`config.mk`:
```
export PLATFORM = sky130hd
export DESIGN_NAME = mouse_pos_tracker
export DESIGN_NICKNAME = d
export VERILOG_FILES = /design/src/rtl/mouse_pos_tracker.sv
export SDC_FILE = /design/constraint.sdc
export NUM_CORES = 1
export LEC_CHECK = 0
export CAP_MARGIN = 20
export CORE_MARGIN = 5
export CORE_UTILIZATION = 42
export DETAILED_ROUTE_END_ITERATION = 16
export PLACE_DENSITY = 0.69
export SKIP_LAST_GASP = 1
export SLEW_MARGIN = 15
export SYNTH_ARGS = -nofsm -noshare
export SYNTH_HDL_FRONTEND = slang
export SYNTH_SLANG_ARGS = --single-unit
```
`constraint.sdc`:
```
create_clock -name CLK -period 5.5 [get_ports CLK]
set_clock_uncertainty 0.2 [all_clocks]
set_input_delay 1.1 -clock CLK [delete_from_list [all_inputs] [get_ports CLK]]
set_output_delay 1.1 -clock CLK [all_outputs]
set_load 0.02 [all_outputs]
```
`src/rtl/mouse_pos_tracker.sv`:
```
// Mouse cursor position tracker.
// Turns PS/2-style mouse packets (status, DX, DY) into a clamped screen position.
// It also tracks the button levels and click pulses, and counts packets it had to drop.
// Ports:
//   CLK, RESET                   - single clock; synchronous active-high reset
//   MOUSE_STATUS/DX/DY           - packet bytes; STATUS = {YV,XV,YS,XS,1,0,R,L}
//   INTERRUPT                    - packet-ready level; a rising edge means a new packet
//   LOAD_EN, LOAD_X, LOAD_Y      - force the position (the value is clamped to the screen)
//   MOUSE_POS_X/Y                - current position
//   POS_VALID                    - one-cycle pulse after each packet-driven update
//   BTN_L/R, CLICK_L/R           - button levels and 0->1 click pulses
//   DROP_CNT                     - saturating count of dropped packets
module mouse_pos_tracker #(
  parameter int unsigned POS_W    = 10,
  parameter int unsigned X_MAX    = 639,
  parameter int unsigned Y_MAX    = 479,
  parameter int unsigned X_INIT   = 320,
  parameter int unsigned Y_INIT   = 240,
  parameter int unsigned SHIFT    = 0,
  parameter bit          Y_INVERT = 1'b1
) (
  input  logic             CLK,
  input  logic             RESET,
  input  logic [7:0]       MOUSE_STATUS,
  input  logic [7:0]       MOUSE_DX,
  input  logic [7:0]       MOUSE_DY,
  input  logic             INTERRUPT,
  input  logic             LOAD_EN,
  input  logic [POS_W-1:0] LOAD_X,
  input  logic [POS_W-1:0] LOAD_Y,
  output logic [POS_W-1:0] MOUSE_POS_X,
  output logic [POS_W-1:0] MOUSE_POS_Y,
  output logic             POS_VALID,
  output logic             BTN_L,
  output logic             BTN_R,
  output logic             CLICK_L,
  output logic             CLICK_R,
  output logic [7:0]       DROP_CNT
);

  // Two guard bits hold the sum of a position and a +/-256 delta without wrapping.
  localparam int unsigned SW = POS_W + 2;
  localparam logic signed [SW-1:0] X_MAX_S = SW'(X_MAX);
  localparam logic signed [SW-1:0] Y_MAX_S = SW'(Y_MAX);

  typedef enum logic [1:0] {IDLE, CALC, CLAMP} state_t;

  state_t state, state_next;

  logic int_d;
  logic int_edge;
  logic capture_c, calc_c, clamp_c, drop_c;

  // Captured packet fields.
  logic       xs_q, ys_q, xv_q, yv_q;
  logic [7:0] dx_q, dy_q;

  logic signed [SW-1:0] sum_x, sum_y;

  // Reserved status bits (constant 1,0 in the packet) carry no information.
  logic unused_status;
  assign unused_status = ^MOUSE_STATUS[3:2];

  assign int_edge = INTERRUPT & ~int_d;

  // Signed 9-bit delta, scaled by SHIFT, forced to zero on overflow.
  function automatic logic signed [SW-1:0] delta(input logic sgn, input logic [7:0] mag,
                                                 input logic ovf);
    logic signed [8:0] d9;
    logic signed [8:0] sh;
    d9 = signed'({sgn, mag});
    sh = d9 >>> SHIFT;
    if (ovf) return '0;
    return SW'(sh);
  endfunction

  // Saturate a signed sum into [0, maxv].
  function automatic logic [POS_W-1:0] clamp(input logic signed [SW-1:0] s,
                                             input logic signed [SW-1:0] maxv);
    if (s[SW-1])    return '0;
    if (s > maxv)   return POS_W'(maxv);
    return POS_W'(s);
  endfunction

  // State register.
  always_ff @(posedge CLK) begin
    if (RESET) state <= IDLE;
    else       state <= state_next;
  end

  // Next-state logic; LOAD_EN overrides any in-flight update.
  always_comb begin
    state_next = state;
    if (LOAD_EN) begin
      state_next = IDLE;
    end else begin
      case (state)
        IDLE:    if (int_edge) state_next = CALC;
        CALC:    state_next = CLAMP;
        CLAMP:   state_next = IDLE;
        default: state_next = IDLE;
      endcase
    end
  end

  // Datapath strobes decoded from the current state.
  always_comb begin
    capture_c = 1'b0;
    calc_c    = 1'b0;
    clamp_c   = 1'b0;
    drop_c    = 1'b0;
    if (!LOAD_EN) begin
      capture_c = (state == IDLE) && int_edge;
      calc_c    = (state == CALC);
      clamp_c   = (state == CLAMP);
    end
    drop_c = int_edge && (LOAD_EN || (state != IDLE));
  end

  // Datapath and registered outputs.
  always_ff @(posedge CLK) begin
    if (RESET) begin
      int_d       <= 1'b0;
      xs_q        <= 1'b0;
      ys_q        <= 1'b0;
      xv_q        <= 1'b0;
      yv_q        <= 1'b0;
      dx_q        <= '0;
      dy_q        <= '0;
      sum_x       <= '0;
      sum_y       <= '0;
      MOUSE_POS_X <= POS_W'(X_INIT);
      MOUSE_POS_Y <= POS_W'(Y_INIT);
      POS_VALID   <= 1'b0;
      BTN_L       <= 1'b0;
      BTN_R       <= 1'b0;
      CLICK_L     <= 1'b0;
      CLICK_R     <= 1'b0;
      DROP_CNT    <= '0;
    end else begin
      int_d     <= INTERRUPT;
      POS_VALID <= 1'b0;
      CLICK_L   <= 1'b0;
      CLICK_R   <= 1'b0;

      if (drop_c && (DROP_CNT != 8'hFF)) DROP_CNT <= DROP_CNT + 8'd1;

      if (LOAD_EN) begin
        MOUSE_POS_X <= clamp(signed'({2'b00, LOAD_X}), X_MAX_S);
        MOUSE_POS_Y <= clamp(signed'({2'b00, LOAD_Y}), Y_MAX_S);
      end

      if (capture_c) begin
        yv_q    <= MOUSE_STATUS[7];
        xv_q    <= MOUSE_STATUS[6];
        ys_q    <= MOUSE_STATUS[5];
        xs_q    <= MOUSE_STATUS[4];
        dx_q    <= MOUSE_DX;
        dy_q    <= MOUSE_DY;
        BTN_R   <= MOUSE_STATUS[1];
        BTN_L   <= MOUSE_STATUS[0];
        CLICK_R <= MOUSE_STATUS[1] & ~BTN_R;
        CLICK_L <= MOUSE_STATUS[0] & ~BTN_L;
      end

      if (calc_c) begin
        sum_x <= signed'({2'b00, MOUSE_POS_X}) + delta(xs_q, dx_q, xv_q);
        if (Y_INVERT) sum_y <= signed'({2'b00, MOUSE_POS_Y}) - delta(ys_q, dy_q, yv_q);
        else          sum_y <= signed'({2'b00, MOUSE_POS_Y}) + delta(ys_q, dy_q, yv_q);
      end

      if (clamp_c) begin
        MOUSE_POS_X <= clamp(sum_x, X_MAX_S);
        MOUSE_POS_Y <= clamp(sum_y, Y_MAX_S);
        POS_VALID   <= 1'b1;
      end
    end
  end

endmodule

```
; Word level (Yosys, flattened, before mapping)
; Index checks and enable logic that the tools add are counted.
[totals]
register_bits = 80
out_inout_bits = 33
input_bits = 48
[op_classes]
eq_ne = 4
addsub = 3
n_reduce_logical = 9
n_lt_le_gt_ge = 4
bitwise = 7
n_mux = 56
[op_table]
columns = cell, n
row1 = 10-bit two-way mux, 16
row2 = 12-bit two-way mux, 8
row3 = 1-bit two-way mux, 30
row4 = 11-bit by 12-bit adder with 12-bit output, 1
row5 = "12-bit by 10-bit greater-than comparator with 1-bit output, second input constant", 1
row6 = "12-bit by 11-bit greater-than comparator with 1-bit output, second input constant", 1
row7 = 11-bit by 12-bit subtractor with 12-bit output, 1
row8 = "10-bit greater-than comparator, second input constant", 1
row9 = "10-bit by 9-bit greater-than comparator with 1-bit output, second input constant", 1
row10 = "8-bit by 1-bit adder with 8-bit output, second input constant", 1
row11 = "8-bit inequality test, second input constant", 1
row12 = 1-bit NOT, 4
row13 = 2-bit case mux with 2 select lines, 1
row14 = 2-bit nonzero test, 2
row15 = 2-bit OR reduction, 2
row16 = 1-bit bitwise AND, 3
row17 = 1-bit logical AND, 3
row18 = "2-bit by 1-bit == test with 1-bit output, second input constant", 1
row19 = "2-bit == test, second input constant", 1
row20 = 2-bit logical NOT, 1
row21 = 2-bit two-way mux, 1
row22 = "2-bit inequality test, second input constant", 1
row23 = 1-bit logical OR, 1

; Longest topological paths before layout
[depth]
word_depth = 10
depth_mapped = 9
mapped_depth_nobuf = 8

; Least setup slack after synthesis
; Ideal clock, no wire load.
[synth_timing]
kind = input port to flip-flop
start = input LOAD_EN
end = register sum_y[7]
setup_ns = 0.122
path_slack_ns = 3.141
cell_stages = 4
n_path_buf = 2
arrival_ns = 2.037
t_required_ns = 5.178
path_cell_list = or3_1 buf_2 buf_2 a311o_1
[synth_between]
elab_chain_len = 1
[synth_rtl]
columns = item, line
row1 = start: declaration, 28  ; input logic LOAD_EN,
row2 = 1-bit two-way mux, 112  ; if (!LOAD_EN) begin
row3 = end signal: assignment, 168  ; if (Y_INVERT) sum_y <= signed'({2'b00, MOUSE_POS_Y}) - delta(ys_q, dy_q, yv_q);
row4 = end signal: assignment, 169  ; else sum_y <= signed'({2'b00, MOUSE_POS_Y}) + delta(ys_q, dy_q, yv_q);
row5 = end: declaration, 58  ; logic signed [SW-1:0] sum_x, sum_y;
; Every way passes these cells.
; A chain may end at the register's enable or synchronous reset.

; Worst setup path after layout
[layout_timing]
start = input LOAD_EN
end = register sum_y[11]
; Same word-level chain as after synthesis.

==> impl_metrics.toml <==
[cts]
numCtsBuffers = 9
cts_resized = 0
cts_tree = "done"
clock_path_buffers = 2
postCtsHoldBufs = 0
post_cts_buffers = 0
cts_max_level = 3
clkLatencyLatePin_ps = 360
clock-sinks = 80
cts-root-buf = "clkbuf_8"
clk_pin_slew_ps = 90

[critical_path]
crit_required_ps = 5550
crit_path_start = "LOAD_EN"
regToRegSetupSlack_ps = 2880
reg2reg_from = "xv_q"
start_kind = "input port"
path_class = "in -> reg"
critPathCapture = "sum_y[11]"
r2r-end = "sum_x[10]"
r2r_cells = 8
crit_path_end_kind = "flop"
crit_arrival_ps = 3690
crit_path_max_fanout = 22

[synth]
synth.area.top_cells = "dfxtp_1 (39%), nand2_1 (7.8%), a21oi_1 (7.1%), ha_1 (6.9%), o21ai_0 (3.9%)"
synth-seq-cells = 80
postSynthAreaPerCell_sq_um = 8.06
synth_ff_type = "dfxtp_1"
yosys.area.top_type = "dfxtp_1"
synth_top_cell_area_share_pct = 38.6
syn-cell-area_sq_um = 4150
yosysSeqAreaShare_pct = 38.6
synthArstFlopShare_pct = 0
synth_fp_nets = 588
yosys.area_share.adder_pct = 7.90
synth_compound_area_share_pct = 22.8
muxShareOfSynthArea_pct = 0.482
yosys.area_share.simple_pct = 25.1
synth_edf_count = 0
synth_top_family_by_area = "simple AND/OR/NAND/NOR gates"
synth.distinct_cells = 51
yosys_warnings = 0
synth_xor_area_share_pct = 1.90
synth_cells = 515

[finish]
most-common-layout-cells = "nand2_1 (86), dfxtp_1 (80), clkdlybuf4s50_1 (77), a21oi_1 (59), o21ai_0 (32)"
nNetsFinal = 659
diodes = 0
drive_gt1_share_pct = 5.25
layout_commonest_cell = "nand2_1"
synthToLayoutAreaGrowth_pct = 25.7

[global_route]
gr-usage-all-layers_pct = 18.5
grt_max_degree = 74
grt_pass1_wl_mm = 17.6
overflow = 0
antenna_found_initial = 0
grt_pass1_vias = 3661

[drt]
drc_errors = 0
firstDrtPassIters = 5
drt-initial-drc-count = 201
vias = 3963
drt-vias-per-instance = 5.47
ant_nets = 0
routed_wl_mm = 11.0
wl_per_cell_um = 15.1

[sta]
setup_tns_ps = 0
whs_ps = 252
min_period_ps = 3640
slew_violations = 0
slew_headroom_pct = 33.3
fmax_mhz = 275
rsz0062_at_grt = "no"
worst_pin_slew_ps = 1000
fin_crit_sh_pct = 66.1
hold_viol_final = 0
setup_viol = 0

[power]
vdd_drop_max_uv = 124
switchingPower_uw = 363
leakagePower_nw = 1.93
seq_power_share_pct = 50.3
p_comb_share_pct = 18.0
power_density_nw_per_um2 = 236
swShare_pct = 29.4
p_clk_share_pct = 31.6
intPower_uw = 871

[run]
maxCapViolCount = 0

[placement]
portBuffers = 78
place_congestion = 0.886
dp_hpwl_mm = 7.94

[die]
die_height_um = 109
initial_utilization_pct = 42.9
io_pins = 81
die_w_um = 109
core_area_sq_um = 9680
fp.dieArea_sq_um = 12000
num_rows = 36

[run_status]
status = "complete, no violations"

[hold_path]
hp-class = "reg -> reg"
[cell type report]
type                       instances  area, sq um
fill                             948         4470
multi-input combinational        402         2430
sequential                        80         1600
timing repair buffer              83          813
tap                              133          166
clock buffer                      10          128
clock inverter                     6         45.0
inverter                          10         37.5
[cell usage after synthesis, types with 6 or more instances]
library cell,instances
and3_1,12
a31oi_1,6
nand2b_1,14
ha_1,23
xor2_1,6
o211ai_1,8
o21bai_1,7
buf_2,7
or3_1,9
nor2b_1,14
dfxtp_1,80
o21ai_0,32
nand2_1,86
nor3_1,10
a21oi_1,59
inv_1,9
clkbuf_1,14
nor2_1,26
nand3_1,19
nand4_1,6
a21o_1,6
[worst max-delay path, cell delays in order]
cell and delay [ps]:
clkdlybuf4s50_1 840, nor3_2 870, buf_4 300, nand2_1 70, or3_1 310, and3_1 190
[through the flow]
stage | utilization, % | cells | total power, mW | setup slack, ps | area [sq um]
3_5_place_dp | 52.1 | 708 | 0.856 | 1530 | 5050
2_1_floorplan | - | 515 | 0.764 | 3140 | 4150
5_1_grt | 53.9 | 724 | 1.30 | 1670 | 5220
3_3_place_gp | 52.1 | 708 | 0.853 | 1560 | 5050
6_report | 53.9 | 724 | 1.23 | 1860 | 5220
4_1_cts | 53.9 | 724 | 1.24 | 1920 | 5220
[flip-flops by register name (all words and copies together) (netlist names), 2 cells and up]
register,flops
state,2
sum_x,12
DROP_CNT,8
sum_y,12
dy_q,8
dx_q,8
MOUSE_POS_X,10
MOUSE_POS_Y,10
[how the worst min path moves through the flow]
stage | from | end | slack, ps | depth (start not counted)
final | BTN_R | CLICK_R | 250 | 1
after global routing | sum_x[4] | sum_x[4] | 270 | 2
after CTS | sum_x[4] | sum_x[4] | 250 | 2
after detailed placement | BTN_R | CLICK_R | 240 | 1
after global placement | BTN_R | CLICK_R | 230 | 1
after floorplan | sum_x[4] | sum_x[4] | 230 | 2
[power by group through the flow]
| stage | clock [mW] | combinational, mW | sequential, mW |
|---|---|---|---|
| after CTS | 0.400 | 0.223 | 0.621 |
| final | 0.390 | 0.223 | 0.621 |
| after floorplan | 0 | 0.121 | 0.644 |
| after global placement | 0 | 0.219 | 0.634 |
| after detailed placement | 0 | 0.221 | 0.635 |
| after global routing | 0.427 | 0.245 | 0.625 |
[metal layers]
layer	GRT usage, %	vias up	routed length [um]
li1	-	1992	-
met1	25.8	1836	5310
met2	28.7	124	4910
met3	3.35	11	562
met4	6.14	0	170
met5	0	-	0
[logic make-up after synthesis]
family                     count (synthesis)
buffers and inverters                     33
muxes                                      2
DFF                                       80
adders and majority gates                 25
xor gates and xnor gates                   9
and+or+nand+nor                          214
AOI/OAI and AO/OA                        152
Power figures use the tool's default switching activity.
